--- src/rtl/spawn_scheduler.sv ---
// Tick-driven spawn scheduler: picks a free lane round-robin, throttled by a random density
// test and per-lane cooldowns. Define SPAWN_STATS_EN to add the spawn_count output.
module spawn_scheduler #(
    parameter int         NUM_LANES = 4,
    parameter logic [7:0] DENSITY   = 8'h80,
    parameter int         MIN_GAP   = 3
) (
    input  logic                 clock,
    input  logic                 reset,
    input  logic                 tick,
    input  logic [15:0]          rand_in,
    input  logic [NUM_LANES-1:0] lane_busy,
    output logic                 spawn_valid,
    input  logic                 spawn_ready,
    output logic [2:0]           spawn_lane,
    output logic [2:0]           spawn_speed,
    output logic                 spawn_dir,
    output logic                 tick_dropped
`ifdef SPAWN_STATS_EN
    ,
    output logic [15:0]          spawn_count
`endif
);

    typedef enum logic [1:0] {IDLE, EVAL, ISSUE} state_t;

    state_t state_reg, state_next;

    logic [15:0]            rand_q_reg;
    logic [2:0]             rr_ptr_reg;
    logic                   spawn_valid_reg;
    logic [2:0]             spawn_lane_reg;
    logic [2:0]             spawn_speed_reg;
    logic                   spawn_dir_reg;
    logic                   tick_dropped_reg;

    logic [NUM_LANES-1:0]   eligible;
    logic [2*NUM_LANES-1:0] elig_dbl;
    logic [NUM_LANES-1:0]   elig_rot;
    logic [NUM_LANES-1:0]   first_hot;
    logic [2:0][NUM_LANES-1:0] enc_bits;
    logic [2:0]             grant_off;
    logic [3:0]             grant_sum;
    logic [2:0]             grant;
    logic                   density_ok;
    logic                   grant_ok;
    logic                   accept;
    logic [2:0]             lane_inc;
    logic                   rand_unused;

    assign rand_unused = ^rand_q_reg[15:11];

    assign accept     = (state_reg == ISSUE) && spawn_valid_reg && spawn_ready;
    assign density_ok = rand_q_reg[7:0] < DENSITY;

    // Rotate eligibility so that bit 0 corresponds to rr_ptr; the lowest set bit then
    // gives the offset of the winning lane from the round-robin pointer.
    assign elig_dbl = {eligible, eligible};
    assign elig_rot = NUM_LANES'(elig_dbl >> rr_ptr_reg);

    generate
        for (genvar gi = 0; gi < NUM_LANES; gi++) begin : gen_lane
            localparam logic [NUM_LANES-1:0] LOW_MASK = NUM_LANES'((1 << gi) - 1);
            logic [3:0] cooldown_reg;

            always_ff @(posedge clock) begin
                if (reset) begin
                    cooldown_reg <= 4'd0;
                end else if (accept && (spawn_lane_reg == 3'(gi))) begin
                    cooldown_reg <= 4'(MIN_GAP);
                end else if (tick && (cooldown_reg != 4'd0)) begin
                    cooldown_reg <= cooldown_reg - 4'd1;
                end
            end

            assign eligible[gi]  = (cooldown_reg == 4'd0) && !lane_busy[gi];
            assign first_hot[gi] = elig_rot[gi] && ((elig_rot & LOW_MASK) == '0);

            for (genvar bi = 0; bi < 3; bi++) begin : gen_enc
                assign enc_bits[bi][gi] = first_hot[gi] && (((gi >> bi) & 1) == 1);
            end
        end
    endgenerate

    assign grant_off[0] = |enc_bits[0];
    assign grant_off[1] = |enc_bits[1];
    assign grant_off[2] = |enc_bits[2];

    assign grant_sum = {1'b0, rr_ptr_reg} + {1'b0, grant_off};
    assign grant     = (grant_sum >= 4'(NUM_LANES)) ? 3'(grant_sum - 4'(NUM_LANES))
                                                    : grant_sum[2:0];
    assign grant_ok  = density_ok && (|eligible);
    assign lane_inc  = spawn_lane_reg + 3'd1;

    always_ff @(posedge clock) begin
        if (reset) begin
            state_reg <= IDLE;
        end else begin
            state_reg <= state_next;
        end
    end

    always_comb begin
        state_next = state_reg;
        case (state_reg)
            IDLE:    if (tick) state_next = EVAL;
            EVAL:    state_next = grant_ok ? ISSUE : IDLE;
            ISSUE:   if (accept) state_next = IDLE;
            default: state_next = IDLE;
        endcase
    end

    always_ff @(posedge clock) begin
        if (reset) begin
            rand_q_reg       <= 16'd0;
            rr_ptr_reg       <= 3'd0;
            spawn_valid_reg  <= 1'b0;
            spawn_lane_reg   <= 3'd0;
            spawn_speed_reg  <= 3'd0;
            spawn_dir_reg    <= 1'b0;
            tick_dropped_reg <= 1'b0;
        end else begin
            tick_dropped_reg <= tick && (state_reg != IDLE);
            if ((state_reg == IDLE) && tick) begin
                rand_q_reg <= rand_in;
            end
            if ((state_reg == EVAL) && grant_ok) begin
                spawn_valid_reg <= 1'b1;
                spawn_lane_reg  <= grant;
                spawn_speed_reg <= {1'b0, rand_q_reg[9:8]} + 3'd1;
                spawn_dir_reg   <= rand_q_reg[10];
            end else if (accept) begin
                // Lane/speed/dir keep their last values; only valid drops.
                spawn_valid_reg <= 1'b0;
                rr_ptr_reg      <= (lane_inc == 3'(NUM_LANES)) ? 3'd0 : lane_inc;
            end
        end
    end

`ifdef SPAWN_STATS_EN
    logic [15:0] spawn_count_reg;

    always_ff @(posedge clock) begin
        if (reset) begin
            spawn_count_reg <= 16'd0;
        end else if (accept && (spawn_count_reg != 16'hFFFF)) begin
            spawn_count_reg <= spawn_count_reg + 16'd1;
        end
    end

    assign spawn_count = spawn_count_reg;
`endif

    assign spawn_valid  = spawn_valid_reg;
    assign spawn_lane   = spawn_lane_reg;
    assign spawn_speed  = spawn_speed_reg;
    assign spawn_dir    = spawn_dir_reg;
    assign tick_dropped = tick_dropped_reg;

endmodule

--- config.mk ---
export PLATFORM = sky130hd
export DESIGN_NAME = spawn_scheduler
export DESIGN_NICKNAME = d
export VERILOG_FILES = /design/src/rtl/spawn_scheduler.sv
export SDC_FILE = /design/constraint.sdc
export NUM_CORES = 1
export LEC_CHECK = 0
export CORE_AREA = 2 2 62 64
export CTS_CLUSTER_DIAMETER = 30
export DETAILED_ROUTE_END_ITERATION = 6
export DIE_AREA = 0 0 64 66
export GPL_TIMING_DRIVEN = 1
export MAX_ROUTING_LAYER = met4
export PLACE_DENSITY = 0.9
export SETUP_SLACK_MARGIN = 0.05
export SYNTH_ARGS = -nofsm -noshare
export SYNTH_HDL_FRONTEND = slang
export SYNTH_SLANG_ARGS = --single-unit
--- constraint.sdc ---
create_clock -name clock -period 7.4 [get_ports clock]
set_clock_uncertainty 0.2 [all_clocks]
set_input_delay 1.48 -clock clock [delete_from_list [all_inputs] [get_ports clock]]
set_output_delay 1.48 -clock clock [all_outputs]
set_load 0.005 [all_outputs]
==> After elaboration in Yosys (flattened, before gate mapping) <==
Cells that the tools add are included.
Widths: inputs -> output; s select.
{ "op_classes": {"n_addsub": 8, "n_lt_le_gt_ge": 2, "eq_ne": 8, "shifts": 1, "muxes": 16, "n_bitwise": 1, "n_reduce_logical": 53} }
{ "op_table": {"columns": ["op", "n"], "rows": [
  ["$logic_not 4->1", 7],
  ["$mux 2", 11],
  ["$logic_and 1x1->1", 21],
  ["$reduce_bool 4->1", 4],
  ["$sub 4x1->4 const B", 4],
  ["$reduce_bool 2->1", 6],
  ["$reduce_or 2->1", 6],
  ["$lt 8x8->1 const B", 1],
  ["$shr 8x3->4", 1],
  ["$eq 3x2->1 const B", 2],
  ["$mux 3", 2],
  ["$pmux 2 s3", 1],
  ["$add 3x2->4", 1],
  ["$ge 4x3->1 const B", 1],
  ["$logic_not 1->1", 4],
  ["$ne 2x2->1 const B", 2],
  ["$reduce_and 2->1", 2],
  ["$reduce_or 4->1", 1],
  ["$add 2x1->3 const B", 1],
  ["$add 3x1->3 const B", 1],
  ["$eq 3x1->1 const B", 1],
  ["$eq 3x3->1 const B", 1],
  ["$logic_not 3->1", 1],
  ["$sub 3x3->3 const B", 1],
  ["other kinds (5)", 6]
]} }
{ "word_totals": {"ff_bits": 41, "input_bits": 24, "output_inout_bits": 9} }

==> Longest topological paths before layout <==
{ "logic_depth": {"ltp_word": 9, "mapped_depth": 11, "mapped_depth_nobuf": 11} }

==> Worst setup path after synthesis <==
Ideal clock, no wire load.
{ "synth_timing": {"kind": "input port to flip-flop", "start": "in lane_busy[3]", "end": "reg spawn_lane_reg[2], in the netlist spawn_lane[2]", "setup_time_ps": 71, "t_arrival_ps": 3525, "slack_ps": 3604, "stages": 9, "cell_sequence": "nor4b_4 -> a22oi_1 -> or4_1 -> o211ai_1 -> ha_1 -> fa_1 -> nand2_1 -> or4_1 -> a21oi_1"} }
{ "synth_between": {"elab_chain_len": 9} }
{ "synth_rtl": {"columns": ["item", "line_no", "rtl"], "rows": [
  ["start: declaration", "12", "input logic [NUM_LANES-1:0] lane_busy,"],
  ["$logic_not 1->1 (*)", "76", "assign eligible[gi] = (cooldown_reg == 4'd0) && !lane_busy[gi];"],
  ["$logic_and 1x1->1 (*)", "76", null],
  ["$shr 8x3->4", "59", "assign elig_rot = NUM_LANES'(elig_dbl >> rr_ptr_reg);"],
  ["$logic_not 4->1", "77", "assign first_hot[gi] = elig_rot[gi] && ((elig_rot & LOW_MASK) == '0);"],
  ["$logic_and 1x1->1", "77", null],
  ["$reduce_or 2->1, on equally long branches", "85, 86", null],
  ["$add 3x2->4", "89", "assign grant_sum = {1'b0, rr_ptr_reg} + {1'b0, grant_off};"],
  ["$ge 4x3->1 or $sub 3x3->3 (tied branches)", "90", "assign grant = (grant_sum >= 4'(NUM_LANES)) ? 3'(grant_sum - 4'(NUM_LANES))"],
  ["$mux 3", "90", null],
  ["end signal: assignment", "129", "spawn_lane_reg <= grant;"],
  ["end: declaration", "32", "logic [2:0] spawn_lane_reg;"]
]} }
Mark *: on every way between the ends. The rest lies on a longest branch, timed or not.
A chain may end at the register's enable or synchronous reset.

==> Worst setup path after layout <==
{ "layout_timing": {"start": "in lane_busy[1]", "end": "reg spawn_lane_reg[2], in the netlist spawn_lane[2]"} }
Same word-level chain as after synthesis.

==> summary.txt <==
Outcome
  – Status: complete, no violations

Yosys
  – Gate Count Post-Synth: 218
  – Netlist cell types: 42
  – Syn Area/Cell: 8.92 sq um
  – Post-synth ARST share: 0%
  – EDFF count, synth: 0
  – Warnings from Yosys: 0
  – Sequential cell area fraction in the yosys report: 35.0%
  – Syn_nets: 260
  – Yosys reg bits: 34
  – Syn Std Cell Area: 0.00194 sq mm
  – Most common flop cell mapped by yosys: dfxtp_1

Floorplanning
  – Die area: 0.00422 sq mm
  – Die Y-Extent: 66 um
  – Io pins: 33
  – Core box area: 0.00355 sq mm
  – Row count: 22
  – Chip width: 64 um
  – Starting Density: 54.8%

Placement
  – Routability cong.: 0.799
  – Port bufs: 20
  – Hpwl dp: 2700 um

Pwr
  – VDD IR max: 153 uV
  – Pwr/cell area: 324 mW/mm^2
  – Static Leakage: 0.848 nW
  – Total chip power: 0.719 mW

GRT
  – GRT overflow: 0
  – Initial antenna violation count: 0
  – Vias in the first global route: 1475
  – First-pass GRT wire length: 6390 um
  – Met2 GRT Util: 33.1%
  – GRT Util Overall: 19.9%
  – Largest net degree at the start of global routing: 34
  – Global routing's busiest layer: met2
  – GR Util met3: 4.77%
  – GRT met1 Usage: 23.5%

Clocking
  – Max Root-Sink Buffers: 2
  – Clk_lat worst skew: 0.34 ns
  – CTS tree: built
  – Post-CTS Hold Fix Bufs: 0
  – Clock root buffer: clkbuf_4
  – Sink Count: 34
  – Inserted Clock Buffers: 5
  – Resized Gates After CTS: 0
  – Max H-tree Level: 2
  – Worst-path clk slew: 0.10 ns
  – Setup bufs post-CTS: 0

Timing
  – Slew HR: 23.9%
  – Fin. Hold Viols: 0
  – Max Slew Vio Count: 0
  – Fin crit period: 4.15 ns
  – Final setup vio count: 0
  – Max frequency: 0.241 GHz
  – Setup tns final: 0 ns
  – Worst-margin pin slew: 1.14 ns
  – RSZ-0062 raised after global routing: no
  – Period utilization: 56.1%

Setup path
  – Endpoint type of the worst setup path: flop
  – CP Launch Type: input pin
  – CP Class: input pin to flop
  – Required @ worst endpoint: 7.45 ns
  – Max FO, Critical Path: 7
  – Critical Path AT: 4.21 ns

Drt
  – Drt drc: 0
  – Drt first pass iters: 4
  – Vias: 1589
  – Final wirelength: 3670 um
  – DRT iter0 DRCs: 49
  – DR vias/cell: 5.60
  – Drt wl/cell: 12.9 um
  – Final ANT Viol Nets: 0

Worst hold path
  – Hold Crit Class: flop to flop

Cells and area
  – Most frequent cells in the layout: 34 x dfxtp_1, 20 x clkdlybuf4s50_1, 19 x a21oi_1
  – Max reg flops: 16
  – Leading cell type in the layout, fill and taps excluded: dfxtp_1
  – Nets: 278
  – Share of cells above drive strength 1: 6.78%
  – Diode count: 0
  – Fill cells: 296
  – P&R area growth vs syn: 14.0%
  – Fin util: 62.4%

Job
  – Max-cap violations: 0
cells in the mapped netlist, types with 6 or more instances:
| cell | instances | area share (%) |
|---|---|---|
| dfxtp_1 | 34 | 35 |
| a21oi_1 | 19 | 4.9 |
| nand2_1 | 18 | 3.5 |
| ha_1 | 17 | 11 |
| nand3_1 | 15 | 3.9 |
| inv_1 | 14 | 2.7 |
| nor2_1 | 11 | 2.1 |
| nor3_1 | 9 | 2.3 |
| xor2_1 | 8 | 3.6 |
| o21ai_0 | 7 | 1.8 |
| a211oi_1 | 6 | 2.3 |
| clkbuf_1 | 6 | 1.2 |
metal layers:
| layer | share of wire, % | wire length [um] |
|---|---|---|
| met1 | 45 | 1670 |
| met2 | 48 | 1750 |
| met3 | 5.1 | 188 |
| met4 | 1.8 | 67 |
| met5 | 0 | 0 |
worst max-delay path: stages:
cell             delay [ns]
clkdlybuf4s50_1        0.45
nor4b_4                0.45
a22oi_1                0.11
or4_1                  0.53
o211ai_1               0.11
ha_1                   0.22
fa_1                   0.18
nand2_1                0.05
or4_1                  0.51
a21oi_1                0.13
area by class of cell:
class	instances	area [sq um]	area share, %
inverter	16	60.1	2.71
clock inverter	2	10.0	0.451
multi-input combinational	159	1170	52.7
sequential	34	681	30.7
clock buffer	5	37.5	1.69
tap	48	60.1	2.71
timing repair buffer	20	200	9.03
cells by family after synthesis:
logic type      share of synthesized area (%)
fa+ha+maj                                12.0
simple gates                             23.6
flops                                    35.0
mux                                      4.95
buf+inv                                  4.89
xor+xnor                                 5.41
compound gates                           14.2
report_power, final:
part | leakage (nW) | internal, mW | switching, mW | total, mW
sequential | 0.278 | 0.226 | 0.0428 | 0.269
combinational | 0.539 | 0.173 | 0.181 | 0.354
clock | 0.0308 | 0.0341 | 0.0614 | 0.0955
total | 0.848 | 0.433 | 0.285 | 0.719
stage by stage:
stage	setup slack [ns]	instances	cell area (sq um)	hold WS [ns]
2_1_floorplan	3.60	218	1940	0.243
3_5_place_dp	2.89	277	2170	0.267
5_1_grt	3.11	284	2220	0.310
6_report	3.25	284	2220	0.291
3_3_place_gp	2.95	277	2170	0.259
4_1_cts	3.24	284	2220	0.288
worst paths after layout:
path / cells after the start / slack [ns] / from / end
setup / recovery: 10 / 3.25 / lane_busy[1] / spawn_lane[2]$_SDFFE_PP0P_
hold / removal: 2 / 0.29 / spawn_valid$_SDFFE_PP0P_ / spawn_valid$_SDFFE_PP0P_
setup reg to reg: 11 / 4.24 / gen_lane[1].cooldown_reg[0]$_SDFFE_PP0P_ / spawn_lane[2]$_SDFFE_PP0P_
hold reg to reg: 2 / 0.29 / spawn_valid$_SDFFE_PP0P_ / spawn_valid$_SDFFE_PP0P_
No activity file was read; power rests on OpenSTA's default activity.
